<file path="config.mk">
export PLATFORM = sky130hd
export DESIGN_NAME = apb_master_bridge_flat
export DESIGN_NICKNAME = d
export VERILOG_FILES = /design/src/rtl/apb_master_bridge_if.sv /design/src/rtl/apb_master_bridge.sv /design/src/flat_wrapper.sv
export SDC_FILE = /design/constraint.sdc
export NUM_CORES = 1
export LEC_CHECK = 0
export CORE_MARGIN = 4
export CORE_UTILIZATION = 41
export CTS_CLUSTER_SIZE = 30
export DETAILED_ROUTE_END_ITERATION = 7
export PLACE_DENSITY = 0.81
export SLEW_MARGIN = 5
export SYNTH_ARGS = -nofsm -noshare
export SYNTH_HDL_FRONTEND = slang
export SYNTH_SLANG_ARGS = --single-unit
</file>
<file path="constraint.sdc">
create_clock -name PCLK -period 2.73 [get_ports PCLK]
set_clock_uncertainty 0.15 [all_clocks]
set_input_delay 0.4095 -clock PCLK [delete_from_list [all_inputs] [get_ports PCLK]]
set_output_delay 0.4095 -clock PCLK [all_outputs]
set_load 0.05 [all_outputs]
</file>
<file path="src/rtl/apb_master_bridge_if.sv">
// Command/response port plus APB initiator signals for apb_master_bridge.
// master = bridge view; slave = requester + APB target view.
interface apb_master_bridge_if #(
    parameter int DATA_WIDTH = 32,
    parameter int ADDR_WIDTH = 10
);
    logic                  cmd_valid;
    logic                  cmd_ready;
    logic                  cmd_write;
    logic [ADDR_WIDTH-1:0] cmd_addr;
    logic [DATA_WIDTH-1:0] cmd_wdata;

    logic                  rsp_valid;
    logic [DATA_WIDTH-1:0] rsp_rdata;
    logic                  rsp_err;
    logic                  rsp_timeout;

    logic                  PSEL;
    logic                  PENABLE;
    logic                  PWRITE;
    logic [ADDR_WIDTH-1:0] PADDR;
    logic [DATA_WIDTH-1:0] PWDATA;
    logic [DATA_WIDTH-1:0] PRDATA;
    logic                  PREADY;
    logic                  PSLVERR;

    modport master (
        input  cmd_valid, cmd_write, cmd_addr, cmd_wdata,
        output cmd_ready,
        output rsp_valid, rsp_rdata, rsp_err, rsp_timeout,
        output PSEL, PENABLE, PWRITE, PADDR, PWDATA,
        input  PRDATA, PREADY, PSLVERR
    );

    modport slave (
        output cmd_valid, cmd_write, cmd_addr, cmd_wdata,
        input  cmd_ready,
        input  rsp_valid, rsp_rdata, rsp_err, rsp_timeout,
        input  PSEL, PENABLE, PWRITE, PADDR, PWDATA,
        output PRDATA, PREADY, PSLVERR
    );
endinterface

</file>
<file path="src/rtl/apb_master_bridge.sv">
// Single-beat command -> APB SETUP/ACCESS initiator; response pulse 3+waits cycles after accept.
// cmd_ready only in IDLE; slave stalls via PREADY, aborted after TIMEOUT_CYCLES waits (0 = never).
module apb_master_bridge #(
    parameter int DATA_WIDTH     = 32,
    parameter int ADDR_WIDTH     = 10,
    parameter int TIMEOUT_CYCLES = 16
) (
    input  logic PCLK,
    input  logic PRESET,
    apb_master_bridge_if.master bus_io
);

    localparam int CNT_W = (TIMEOUT_CYCLES > 0) ? $clog2(TIMEOUT_CYCLES + 1) : 1;
    localparam logic [CNT_W-1:0] CNT_MAX   = '1;
    localparam logic [CNT_W-1:0] CNT_LIMIT = CNT_W'(TIMEOUT_CYCLES);
    localparam bit               TMO_EN    = (TIMEOUT_CYCLES != 0);

    typedef enum logic [1:0] {
        ST_IDLE   = 2'd0,
        ST_SETUP  = 2'd1,
        ST_ACCESS = 2'd2
    } state_e;

    state_e                state_q,       state_d;
    logic                  cmd_ready_q,   cmd_ready_d;
    logic                  psel_q,        psel_d;
    logic                  penable_q,     penable_d;
    logic                  pwrite_q,      pwrite_d;
    logic [ADDR_WIDTH-1:0] paddr_q,       paddr_d;
    logic [DATA_WIDTH-1:0] pwdata_q,      pwdata_d;
    logic                  rsp_valid_q,   rsp_valid_d;
    logic [DATA_WIDTH-1:0] rsp_rdata_q,   rsp_rdata_d;
    logic                  rsp_err_q,     rsp_err_d;
    logic                  rsp_timeout_q, rsp_timeout_d;
    logic [CNT_W-1:0]      wait_cnt_q,    wait_cnt_d;

    always_comb begin
        state_d       = state_q;
        cmd_ready_d   = cmd_ready_q;
        psel_d        = psel_q;
        penable_d     = penable_q;
        pwrite_d      = pwrite_q;
        paddr_d       = paddr_q;
        pwdata_d      = pwdata_q;
        rsp_valid_d   = 1'b0;
        rsp_rdata_d   = rsp_rdata_q;
        rsp_err_d     = rsp_err_q;
        rsp_timeout_d = rsp_timeout_q;
        wait_cnt_d    = wait_cnt_q;

        unique case (state_q)
            ST_IDLE: begin
                cmd_ready_d = 1'b1;
                psel_d      = 1'b0;
                penable_d   = 1'b0;
                if (bus_io.cmd_valid && cmd_ready_q) begin
                    state_d     = ST_SETUP;
                    cmd_ready_d = 1'b0;
                    psel_d      = 1'b1;
                    pwrite_d    = bus_io.cmd_write;
                    paddr_d     = bus_io.cmd_addr;
                    pwdata_d    = bus_io.cmd_wdata;
                    wait_cnt_d  = '0;
                end
            end

            ST_SETUP: begin
                state_d   = ST_ACCESS;
                psel_d    = 1'b1;
                penable_d = 1'b1;
            end

            ST_ACCESS: begin
                if (bus_io.PREADY) begin
                    state_d       = ST_IDLE;
                    cmd_ready_d   = 1'b1;
                    psel_d        = 1'b0;
                    penable_d     = 1'b0;
                    rsp_valid_d   = 1'b1;
                    rsp_rdata_d   = pwrite_q ? '0 : bus_io.PRDATA;
                    rsp_err_d     = bus_io.PSLVERR;
                    rsp_timeout_d = 1'b0;
                end else if (TMO_EN && (wait_cnt_q == CNT_LIMIT)) begin
                    // Slave stalled too long: abandon the transfer and report it.
                    state_d       = ST_IDLE;
                    cmd_ready_d   = 1'b1;
                    psel_d        = 1'b0;
                    penable_d     = 1'b0;
                    rsp_valid_d   = 1'b1;
                    rsp_rdata_d   = '0;
                    rsp_err_d     = 1'b1;
                    rsp_timeout_d = 1'b1;
                end else if (wait_cnt_q != CNT_MAX) begin
                    wait_cnt_d = wait_cnt_q + CNT_W'(1);
                end
            end

            default: begin
                state_d     = ST_IDLE;
                cmd_ready_d = 1'b1;
                psel_d      = 1'b0;
                penable_d   = 1'b0;
            end
        endcase
    end

    always_ff @(posedge PCLK) begin
        if (PRESET) begin
            state_q       <= ST_IDLE;
            cmd_ready_q   <= 1'b1;
            psel_q        <= 1'b0;
            penable_q     <= 1'b0;
            pwrite_q      <= 1'b0;
            paddr_q       <= '0;
            pwdata_q      <= '0;
            rsp_valid_q   <= 1'b0;
            rsp_rdata_q   <= '0;
            rsp_err_q     <= 1'b0;
            rsp_timeout_q <= 1'b0;
            wait_cnt_q    <= '0;
        end else begin
            state_q       <= state_d;
            cmd_ready_q   <= cmd_ready_d;
            psel_q        <= psel_d;
            penable_q     <= penable_d;
            pwrite_q      <= pwrite_d;
            paddr_q       <= paddr_d;
            pwdata_q      <= pwdata_d;
            rsp_valid_q   <= rsp_valid_d;
            rsp_rdata_q   <= rsp_rdata_d;
            rsp_err_q     <= rsp_err_d;
            rsp_timeout_q <= rsp_timeout_d;
            wait_cnt_q    <= wait_cnt_d;
        end
    end

    assign bus_io.cmd_ready   = cmd_ready_q;
    assign bus_io.PSEL        = psel_q;
    assign bus_io.PENABLE     = penable_q;
    assign bus_io.PWRITE      = pwrite_q;
    assign bus_io.PADDR       = paddr_q;
    assign bus_io.PWDATA      = pwdata_q;
    assign bus_io.rsp_valid   = rsp_valid_q;
    assign bus_io.rsp_rdata   = rsp_rdata_q;
    assign bus_io.rsp_err     = rsp_err_q;
    assign bus_io.rsp_timeout = rsp_timeout_q;

endmodule
</file>
<file path="src/flat_wrapper.sv">
// flat-port wrapper written by rule: the top's interface ports become plain ports
module apb_master_bridge_flat 
#(
    parameter int DATA_WIDTH     = 32,
    parameter int ADDR_WIDTH     = 10,
    parameter int TIMEOUT_CYCLES = 16
)
  (PCLK, PRESET, bus_io_cmd_valid, bus_io_cmd_write, bus_io_cmd_addr, bus_io_cmd_wdata, bus_io_cmd_ready, bus_io_rsp_valid, bus_io_rsp_rdata, bus_io_rsp_err, bus_io_rsp_timeout, bus_io_PSEL, bus_io_PENABLE, bus_io_PWRITE, bus_io_PADDR, bus_io_PWDATA, bus_io_PRDATA, bus_io_PREADY, bus_io_PSLVERR);
  apb_master_bridge_if #(.DATA_WIDTH(DATA_WIDTH), .ADDR_WIDTH(ADDR_WIDTH)) bus_io_i ();
  input  logic PCLK;
  input  logic PRESET;
  input wire logic [$bits(bus_io_i.cmd_valid)-1:0] bus_io_cmd_valid;
  input wire logic [$bits(bus_io_i.cmd_write)-1:0] bus_io_cmd_write;
  input wire logic [$bits(bus_io_i.cmd_addr)-1:0] bus_io_cmd_addr;
  input wire logic [$bits(bus_io_i.cmd_wdata)-1:0] bus_io_cmd_wdata;
  output wire logic [$bits(bus_io_i.cmd_ready)-1:0] bus_io_cmd_ready;
  output wire logic [$bits(bus_io_i.rsp_valid)-1:0] bus_io_rsp_valid;
  output wire logic [$bits(bus_io_i.rsp_rdata)-1:0] bus_io_rsp_rdata;
  output wire logic [$bits(bus_io_i.rsp_err)-1:0] bus_io_rsp_err;
  output wire logic [$bits(bus_io_i.rsp_timeout)-1:0] bus_io_rsp_timeout;
  output wire logic [$bits(bus_io_i.PSEL)-1:0] bus_io_PSEL;
  output wire logic [$bits(bus_io_i.PENABLE)-1:0] bus_io_PENABLE;
  output wire logic [$bits(bus_io_i.PWRITE)-1:0] bus_io_PWRITE;
  output wire logic [$bits(bus_io_i.PADDR)-1:0] bus_io_PADDR;
  output wire logic [$bits(bus_io_i.PWDATA)-1:0] bus_io_PWDATA;
  input wire logic [$bits(bus_io_i.PRDATA)-1:0] bus_io_PRDATA;
  input wire logic [$bits(bus_io_i.PREADY)-1:0] bus_io_PREADY;
  input wire logic [$bits(bus_io_i.PSLVERR)-1:0] bus_io_PSLVERR;
  assign bus_io_i.cmd_valid = bus_io_cmd_valid;
  assign bus_io_i.cmd_write = bus_io_cmd_write;
  assign bus_io_i.cmd_addr = bus_io_cmd_addr;
  assign bus_io_i.cmd_wdata = bus_io_cmd_wdata;
  assign bus_io_cmd_ready = bus_io_i.cmd_ready;
  assign bus_io_rsp_valid = bus_io_i.rsp_valid;
  assign bus_io_rsp_rdata = bus_io_i.rsp_rdata;
  assign bus_io_rsp_err = bus_io_i.rsp_err;
  assign bus_io_rsp_timeout = bus_io_i.rsp_timeout;
  assign bus_io_PSEL = bus_io_i.PSEL;
  assign bus_io_PENABLE = bus_io_i.PENABLE;
  assign bus_io_PWRITE = bus_io_i.PWRITE;
  assign bus_io_PADDR = bus_io_i.PADDR;
  assign bus_io_PWDATA = bus_io_i.PWDATA;
  assign bus_io_i.PRDATA = bus_io_PRDATA;
  assign bus_io_i.PREADY = bus_io_PREADY;
  assign bus_io_i.PSLVERR = bus_io_PSLVERR;
  apb_master_bridge #(.DATA_WIDTH(DATA_WIDTH), .ADDR_WIDTH(ADDR_WIDTH), .TIMEOUT_CYCLES(TIMEOUT_CYCLES)) u_core (.PCLK(PCLK), .PRESET(PRESET), .bus_io(bus_io_i));
endmodule
</file>
Word-level counts from Yosys, hierarchy flattened --
Index checks and enable logic that the tools add are counted.
Storage, ports and cells: latch bits 0, bits in writable memories 0, register bits 88, ROM bits 0, memories 0, logic and storage cells 59
Cells by class: $mul 0, $lt $le $gt $ge 0, equal/unequal tests 9, bitwise gates (word level) 2, shifts and indexed selects 0, muxes and demuxes 25, reductions and logical operators 10, div/mod/pow operators 0, add/sub/neg operators 1
Operator list (count):
- $mux 32 | 3
- $mux 5 | 4
- $mux 1 | 10
- $pmux 5 s2 | 1
- $reduce_and 2->1 | 4
- $mux 2 | 3
- $pmux 1 s3 | 2
- $pmux 2 s3 | 1
- $add 5x1->5 const B | 1
- $eq 5x5->1 const B | 1
- $ne 5x5->1 const B | 1
- $reduce_and 5->1 | 1
- $ne 2x1->1 const B | 2
- $ne 2x2->1 const B | 2
- $reduce_bool 2->1 | 2
- $ne 3x2->1 const B | 1
- $eq 2x1->1 const B | 1
- $eq 2x2->1 const B | 1
- $logic_not 2->1 | 1
- $not 1->1 | 2
- $pmux 1 s2 | 1
- $reduce_or 2->1 | 1
- $logic_and 1x1->1 | 1

Longest topological paths before layout --
Gate-level depths: netlist of run 1.
depth after elaboration 5, mapped depth 7, mapped depth without buffers 6

Worst setup path before layout of run 1 --
No wires, ideal clock.
path type register -> register, start register u_core.wait_cnt_q[0], end register u_core.wait_cnt_q[3], arrival time 1901 ps, slack 604 ps, library setup time 74 ps, required time 2506 ps, cell stages (with the launch flop) 7, cells stage by stage dfxtp_1 > ha_1 > and3_1 > ha_1 > or3b_1 > or4_1 > a31oi_1
On the way: word-level cells in the longest chain between the ends 5
RTL lines:
- from (decl) | RTL line apb_master_bridge.sv:35 | logic [CNT_W-1:0] wait_cnt_q, wait_cnt_d;
- from (signal assigned) | RTL line apb_master_bridge.sv:133 | wait_cnt_q <= wait_cnt_d;
- $add 5x1->5 | RTL line apb_master_bridge.sv:94 | wait_cnt_d = wait_cnt_q + CNT_W'(1);
- $mux 5 | RTL line apb_master_bridge.sv:93 | end else if (wait_cnt_q != CNT_MAX) begin
- $mux 5 | RTL line apb_master_bridge.sv:83 | end else if (TMO_EN && (wait_cnt_q == CNT_LIMIT)) begin
- $mux 5 | RTL line apb_master_bridge.sv:74 | if (bus_io.PREADY) begin
- $pmux 5 s2 | RTL line apb_master_bridge.sv:51 | unique case (state_q)
Several ways; a longest one is shown, not always the timed one. The select of a mux whose other input is x is not followed. A chain may end at the register's enable or synchronous reset.

Worst setup path in the final report of run 1 --
Same ends and word-level chain as after synthesis.

==> summary.txt, run 1 <==
# port buffers - 160
First-pass DRT Iterations - 4
Root Driver - clkbuf_8
F_max - 0.435 GHz
Setup Total Neg Slack - 0 ns
Sequential share of the synthesized area - 52.4%
Share of the synthesized area in the top cell type - 52.4%
RSZ-0062 raised after global routing - false
Post-CTS sizing - 0
Synth Cell Area - 3360 µm²
Pleak - 1.86 nW
Min Clock Period, post-route - 2.30 ns
Post-synth top area cell - dfxtp_1
CP startpoint kind - register
Largest net degree at the start of global routing - 57
CTS Hold Bufs - 0
Initial core utilization - 42.9%
Worst Path Required - 2.84 ns
Syn-to-layout area delta - 56.3%
Net Count, Synth - 487
Via count - 3272
Largest cells by area after synthesis - dfxtp_1 52%, nand2_1 9.6%, o31ai_1 7.4%
Relative slew slack - 39.1%
Share of layout cells above drive strength 1 - 4.52%
Post-DP HPWL - 6.75 mm
Worst Path Arrival - 2.41 ns
Most frequent cell after synthesis - dfxtp_1
CTS Sinks - 88
Die ar. - 9720 µm²
DRT iter0 DRCs - 141
Core area - 7850 µm²
Slew Limit Fails - 0
Final Cell Area - 5260 µm²
Hold crit path type - input port to register
Max Root-Sink Buffers - 2
Yosys synthesis warning count - 0
Antenna Cells - 0
WL per Instance - 14.4 µm
Gate Count Post-Synth - 404
Multi-input logic area - 1340 µm²
Final hold vios - 0
Final #Nets - 633
CTS buffer count - 9
Initial antenna violation count - 0
Synth Register Bits - 88
Placed inst area - 5030 µm²
Outcome - finished clean
Row cnt - 32
DR vias/cell - 5.00
CP Class - register to register
Top FF cell, synth - dfxtp_1
Filler cells - 672
Ys async rst share - 0%
Vias in the first global route - 3149
Register area - 1760 µm²
CTS H-tree depth - 3
GPL Wtd Cong - 0.879
Post-synth EDFFs - 0
Die W - 98.6 µm
Max Cap Viol - 0
Clk slew on worst S/H paths - 0.08 ns
I/O pin count - 161
TritonCTS clock tree - built
Setup-violating endpoint count in the final report - 0
Clk_lat worst skew - 0.33 ns
Detail Route Antenna Nets - 0
Total grt overflow - 0
Final period utilization - 84.3%
Worst-margin pin slew - 0.901 ns
Distinct cells, synth - 34
Synth top cells by count - 88 x dfxtp_1, 86 x nand2_1, 47 x a21oi_1
Power per cell area - 580 nW/µm²
Crit path capture type - register
Wirelength, routed - 9.46 mm
Setup Buffers After CTS - 0
Total GRT Usage - 19.1%
Die span in y - 98.6 µm
Global-route wire length before repair - 15.3 mm
Synth Area per Inst - 8.32 µm²
Drt drc - 0
CP Max Fanout - 7
Worst vdd ir - 0.352 mV
path summary, 6_finish.rpt:
| check | start | end | slack, ns | cells after the start |
|---|---|---|---|---|
| min | PRESET | u_core.bus_io.rsp_rdata[25] | 0.21 | 2 |
| min reg2reg | u_core.bus_io.PWDATA[22] | u_core.bus_io.PWDATA[22] | 0.31 | 2 |
| max reg2reg | u_core.wait_cnt_q[0] | u_core.wait_cnt_q[3] | 0.43 | 6 |
| max | u_core.wait_cnt_q[0] | u_core.wait_cnt_q[3] | 0.43 | 6 |
worst max-delay path, cell delays in order, from the launching register on:
cell	delay, ns
dfxtp_1	0.37
ha_1	0.24
and3_1	0.19
ha_1	0.21
or3b_1	0.42
or4_1	0.49
a31oi_1	0.16
cell usage in the layout (no fill, tap or decap), types with 4 or more instances in the layout:
cell type / synthesis / layout
clkbuf_8: 0 / 9
nor2b_1: 4 / 4
nand2_1: 86 / 86
nand3_1: 35 / 35
a21oi_1: 47 / 47
a31oi_1: 4 / 4
buf_4: 0 / 6
clkdlybuf4s50_1: 0 / 159
inv_1: 37 / 37
o31ai_1: 33 / 33
dfxtp_1: 88 / 88
final cells by class:
cell class              count  share of cell area, %
clock buffers              10                   2.43
clock inverters             4                   1.81
well taps                 102                   2.43
flip-flops and latches     88                   33.5
multi-input cells         247                   25.6
inverters                  37                   2.64
repair buffers            167                   31.6
where the power goes:
group | leakage, nW | switching (mW) | internal [mW] | total (mW)
registers | 0.717 | 0.0387 | 1.35 | 1.38
logic | 1.03 | 0.390 | 0.259 | 0.648
clock network | 0.112 | 0.417 | 0.597 | 1.01
total | 1.86 | 0.845 | 2.20 | 3.05
stage by stage:
| stage | setup WS, ns | util [%] | power [mW] | hold slack [ns] | std cells |
|---|---|---|---|---|---|
| 2_1_floorplan | 0.604 | - | 1.78 | 0.327 | 404 |
| 3_3_place_gp | 0.520 | 64.1 | 2.05 | 0.292 | 641 |
| 3_5_place_dp | 0.465 | 64.1 | 2.06 | 0.297 | 641 |
| 4_1_cts | 0.464 | 67.0 | 3.08 | 0.201 | 655 |
| 5_1_grt | 0.342 | 67.0 | 3.18 | 0.203 | 655 |
| 6_report | 0.429 | 67.0 | 3.05 | 0.211 | 655 |
cells by family after synthesis:
group / synth area share (%)
AO/OA/AOI/OAI: 17.0
AND/OR/NAND/NOR: 21.0
adder cells (fa/ha/maj): 1.12
flip-flops: 52.4
buffers and inverters: 7.89
multiplexers: 0.595
flip-flops by register name, summed over array words and instances (netlist names):
signal                     flops
u_core.bus_io.PWDATA          32
u_core.bus_io.rsp_rdata       32
u_core.bus_io.PADDR           10
u_core.wait_cnt_q              5
u_core.state_q                 2
u_core.bus_io.PENABLE          1
u_core.bus_io.PSEL             1
u_core.bus_io.PWRITE           1
u_core.bus_io.cmd_ready        1
u_core.bus_io.rsp_err          1
u_core.bus_io.rsp_timeout      1
u_core.bus_io.rsp_valid        1
layer usage:
layer  track usage (%)  wire, µm  share of wire, %
met1              23.9      4010                42
met2              32.0      4760                50
met3              4.32       510               5.4
met4              7.35       182               1.9
met5                 0         0                 0
(Power assumes the default switching activity.)
==> run 2: changes to the inputs <==
Settings changed: CORE_UTILIZATION 41 to 37, PLACE_DENSITY 0.81 to 0.77.
Clock period 2.73 ns to 1.85 ns, I/O delays scaled along.
==> summary.txt, run 2 (synthesized netlist as in run 1, its figures left out) <==
Setup Total Neg Slack - -0.289 ns
Critical path's top delay family - simple AND/OR/NAND/NOR gates
RSZ-0062 raised after global routing - true
Placement Setup Slack - -0.267 ns
GPL Wtd Cong - 0.895
Final #Nets - 649
Detail Route Antenna Nets - 0
Max Root-Sink Buffers - 2
Core area - 8760 µm²
Die W - 103 µm
CTS H-tree depth - 3
Worst Path Arrival - 2.13 ns
Wirelength, routed - 9.67 mm
Final hold vios - 0
Hold Path Sink - u_core.bus_io.PWDATA[30]
Cell Chain, Critical Path - ha_4 -> and3_4 -> ha_4 -> or3b_4 -> or4_4 -> a31oi_1
Worst path bufs/invs - 0
Worst vdd ir - 0.378 mV
R2R Path End - u_core.wait_cnt_q[3]
I/O pin count - 161
Power per cell area - 822 nW/µm²
Total GRT Usage - 17.8%
CTS Sinks - 88
Crit-path max cell delay - 0.41 ns
CTS Hold Bufs - 0
Crit path capture type - register
CP max-delay cell - or4_4
F_max - 0.493 GHz
Final core occ - 59.9%
Die ar. - 10700 µm²
CP Class - register to register
Failing checks - negative setup slack
DR vias/cell - 4.85
Hold_sp - u_core.bus_io.PWDATA[30]
WL per Instance - 14.2 µm
CP startpoint kind - register
CP most frequent cell - ha_4
Crit Reg-Reg Startpoint - u_core.wait_cnt_q[1]
Global-route wire length before repair - 15.2 mm
Worst-margin pin slew - 1.24 ns
FF-to-FF setup slack - -0.18 ns
Commonest non-fill, non-tap cell in the layout - buf_4
Clk slew on worst S/H paths - 0.08 ns
Pleak - 2.09 nW
Min Clock Period, post-route - 2.03 ns
# port buffers - 160
Worst Hold Depth - 2
Commonest cells after routing, fill and taps aside - 101 x buf_4, 86 x nand2_1, 86 x dfxtp_1
Filler cells - 773
Post-DP HPWL - 6.79 mm
Max Cap Viol - 0
Die span in y - 103 µm
FF-to-FF path depth - 6
Antenna Cells - 0
WP depth - 6
Root Driver - clkbuf_8
Final worst slack - -0.178 ns
Share of layout cells above drive strength 1 - 23.8%
Drt drc - 0
CTS buffer count - 9
CP Max Fanout - 2
Vias in the first global route - 3201
Via count - 3294
Clk_lat worst skew - 0.33 ns
Total grt overflow - 0
Outcome - finished with violations
First-pass DRT Iterations - 4
Initial core utilization - 38.4%
Row cnt - 34
Final period utilization - 110%
Hold crit path type - register to register
Largest net degree at the start of global routing - 91
Worst Setup SP - u_core.wait_cnt_q[1]
DRT iter0 DRCs - 126
Initial antenna violation count - 0
Slew Limit Fails - 0
Syn-to-layout area delta - 56.1%
Relative slew slack - 17.3%
TritonCTS clock tree - built
Worst Path Required - 1.95 ns
Setup-violating endpoint count in the final report - 3
run 2: cell count changes in the layout (fill, tap and decap cells not counted), sizes merged:
cell and delta:
clkdlybuf4s50 -81, clkinv +2, clkinvlp +1, buf +97
clkbuf +1, bufinv -2
run 2: repair_timing:
item / 4_1_cts / 5_1_grt
gates resized for setup: 8 / 4
pin swaps: 4 / 1
setup endpoints to repair: 4 / 39
setup buffers: 1 / 0
run 2: per-layer routing:
layer	share of wire [%]	track usage (%)	wire length [µm]
met5	0	0	0
met4	1.2	6.77	112
met1	42	21.8	4020
met2	51	30.7	4930
met3	6.2	3.69	604
run 2: cell type report:
| class | count | area [µm²] | area share (%) |
|---|---|---|---|
| sequential | 88 | 1760 | 33.6 |
| timing repair buffer | 183 | 1600 | 30.6 |
| multi-input combinational | 247 | 1410 | 26.9 |
| clock buffer | 11 | 141 | 2.69 |
| inverter | 37 | 139 | 2.65 |
| tap | 108 | 135 | 2.57 |
| clock inverter | 5 | 56.3 | 1.07 |
run 2: where the power goes:
group / internal, mW / total (mW) / switching (mW) / leakage, nW
clock network: 0.660 / 1.32 / 0.662 / 0.0993
registers: 1.99 / 2.04 / 0.0516 / 0.718
logic: 0.369 / 0.956 / 0.586 / 1.27
run 2: worst max path at each step:
stage	slack, ns	end
2_1_floorplan	-0.23	u_core.wait_cnt_q[3]
3_3_place_gp	-0.21	u_core.wait_cnt_q[3]
3_5_place_dp	-0.27	u_core.wait_cnt_q[3]
4_1_cts	-0.16	u_core.wait_cnt_q[3]
5_1_grt	-0.21	u_core.wait_cnt_q[3]
6_report	-0.18	u_core.wait_cnt_q[3]
run 2: tightest hold or removal path, delay by kind of cell (launching register included):
family           cells  cell delay (ns)
AO/OA/AOI/OAI        1             0.05
flip-flops           1             0.31
AND/OR/NAND/NOR      1             0.05
run 2: stage by stage:
| step | hold WS, ns | total power [mW] | instance area (µm²) | std cells |
|---|---|---|---|---|
| 4_1_cts | 0.298 | 4.37 | 5230 | 679 |
| 3_5_place_dp | 0.299 | 3.03 | 4980 | 662 |
| 6_report | 0.310 | 4.32 | 5250 | 679 |
| 2_1_floorplan | 0.260 | 2.63 | 3370 | 404 |
| 5_1_grt | 0.319 | 4.52 | 5250 | 679 |
| 3_3_place_gp | 0.293 | 3.02 | 4980 | 662 |
==> run 3: changes to the inputs <==
Settings changed: ABC_AREA from default to 1, CORE_UTILIZATION 37 to 36, PLACE_DENSITY 0.77 to 0.87.
==> summary.txt, run 3 <==
Critical path's top delay family - simple AND/OR/NAND/NOR gates
Top FF cell, synth - dfxtp_1
Root Driver - clkbuf_8
Core area - 8760 µm²
GPL Wtd Cong - 0.746
Max Root-Sink Buffers - 2
Die span in y - 103 µm
Synth Register Bits - 88
Crit path capture type - register
Gate Count Post-Synth - 423
Ys async rst share - 0%
Net Count, Synth - 506
Yosys synthesis warning count - 0
Detail Route Antenna Nets - 0
Global-route wire length before repair - 13.7 mm
Final hold vios - 0
Commonest cells after routing, fill and taps aside - 104 x nor2_1, 89 x nand2_1, 87 x buf_4
CP Max Fanout - 5
CTS buffer count - 9
CP Class - register to register
Power per cell area - 962 nW/µm²
Post-DP HPWL - 6.70 mm
Hold crit path type - register to register
FF-to-FF path depth - 10
Synth Area per Inst - 7.72 µm²
First-pass DRT Iterations - 4
Cell Chain, Critical Path - ha_2 -> nand2_2 -> nor2_1 -> ha_1 -> nand3b_1 -> nand2_2 -> buf_4 -> nand3_1 -> nand2_1 -> nor2_1
Wirelength, routed - 8.93 mm
Synth top cells by count - 104 x nor2_1, 91 x nand2_1, 88 x dfxtp_1
Final #Nets - 664
Relative slew slack - 71.9%
Largest cells by area after synthesis - dfxtp_1 54%, nor2_1 12%, nand2_1 10%
Via count - 3280
Worst Path Required - 1.94 ns
Final core occ - 57.8%
Post-synth top area cell - dfxtp_1
Initial antenna violation count - 0
Drt drc - 0
Placed inst area - 4810 µm²
Die ar. - 10700 µm²
Final period utilization - 92.1%
Worst Path Arrival - 1.79 ns
Antenna Cells - 0
Clk_lat worst skew - 0.34 ns
CP max-delay cell - dfxtp_2
Max Cap Viol - 0
CTS H-tree depth - 3
Finished Layout Cells - 694
Commonest non-fill, non-tap cell in the layout - nor2_1
Share of layout cells above drive strength 1 - 22.2%
Worst Hold Depth - 2
DR vias/cell - 4.73
Largest net degree at the start of global routing - 44
WP depth - 10
Slew Limit Fails - 0
Total grt overflow - 0
CP startpoint kind - register
Post-synth EDFFs - 0
TritonCTS clock tree - built
Sequential share of the synthesized area - 53.9%
# port buffers - 160
Worst vdd ir - 0.632 mV
Min Clock Period, post-route - 1.70 ns
Initial core utilization - 37.3%
Die W - 103 µm
Syn-to-layout area delta - 55.2%
Setup-violating endpoint count in the final report - 0
Worst-margin pin slew - 0.421 ns
Row cnt - 34
CTS Sinks - 88
Outcome - finished clean
F_max - 0.587 GHz
Crit-path max cell delay - 0.35 ns
Pleak - 2.16 nW
Total GRT Usage - 16.2%
Synth Cell Area - 3270 µm²
Share of the synthesized area in the top cell type - 53.9%
Clk slew on worst S/H paths - 0.08 ns
Final Cell Area - 5070 µm²
Distinct cells, synth - 21
WL per Instance - 12.9 µm
I/O pin count - 161
Vias in the first global route - 3064
Inst Count DP - 676
Most frequent cell after synthesis - nor2_1
Worst path bufs/invs - 1
DRT iter0 DRCs - 76
run 3: report_power, final:
part / internal [mW] / leakage (nW) / switching, mW
registers: 2.04 / 0.721 / 0.0889
clock network: 0.838 / 0.113 / 0.647
logic: 0.469 / 1.32 / 0.795
total: 3.34 / 2.16 / 1.53
run 3: area by class of cell:
| type | instances | area, µm² |
|---|---|---|
| Fill cell | 770 | 3690 |
| Sequential cell | 88 | 1760 |
| Timing Repair Buffer | 171 | 1540 |
| Multi-Input combinational cell | 295 | 1330 |
| Clock buffer | 12 | 155 |
| Tap cell | 108 | 135 |
| Clock inverter | 4 | 76.3 |
| Inverter | 16 | 60.1 |
run 3: repair_timing:
action | in CTS | in global routing
hold buffers | 0 | 0
gates resized for setup | 0 | 6
setup endpoints to repair | 0 | 6
buffers inserted | 0 | 2
run 3: cells by family (layout without fill, tap and decap cells):
group	after synthesis	after routing	synth area share, %
DFF	88	88	53.9
and+or+nand+nor	208	208	25.4
buffers and inverters	40	203	5.63
adders and majority gates	3	3	1.15
AOI/OAI and AO/OA	84	84	13.9
run 3: path summary, 6_finish.rpt:
kind,endpoint,slack (ns),startpoint
setup / recovery,u_core.wait_cnt_q[0],0.15,u_core.wait_cnt_q[0]
hold / removal,u_core.bus_io.PENABLE,0.31,u_core.bus_io.PENABLE
setup reg to reg,u_core.wait_cnt_q[0],0.15,u_core.wait_cnt_q[0]
hold reg to reg,u_core.bus_io.PENABLE,0.31,u_core.bus_io.PENABLE
run 3: tightest hold or removal path, delay by kind of cell, from the launching register on:
family	cells	cell delay, ns
and+or+nand+nor	1	0.06
AOI/OAI and AO/OA	1	0.05
DFF	1	0.32
run 3: metal layers:
layer	part of all wire (%)	vias up	track usage [%]
li1	-	1662	-
met5	0	-	0
met2	49	139	28.6
met1	38	1467	17.4
met4	1.5	0	6.67
met3	11	12	6.30
run 3: per-stage QoR:
step / setup TNS (ns) / hold slack [ns] / worst slack (ns) / power, mW
final: 0 / 0.315 / 0.146 / 4.87
after detailed placement: 0 / 0.303 / 0.0508 / 3.43
after floorplan: 0 / 0.275 / 0.233 / 2.93
after CTS: 0 / 0.315 / 0.0312 / 4.93
after global routing: -0.000826 / 0.334 / -0.000826 / 5.11
after global placement: 0 / 0.297 / 0.0936 / 3.40
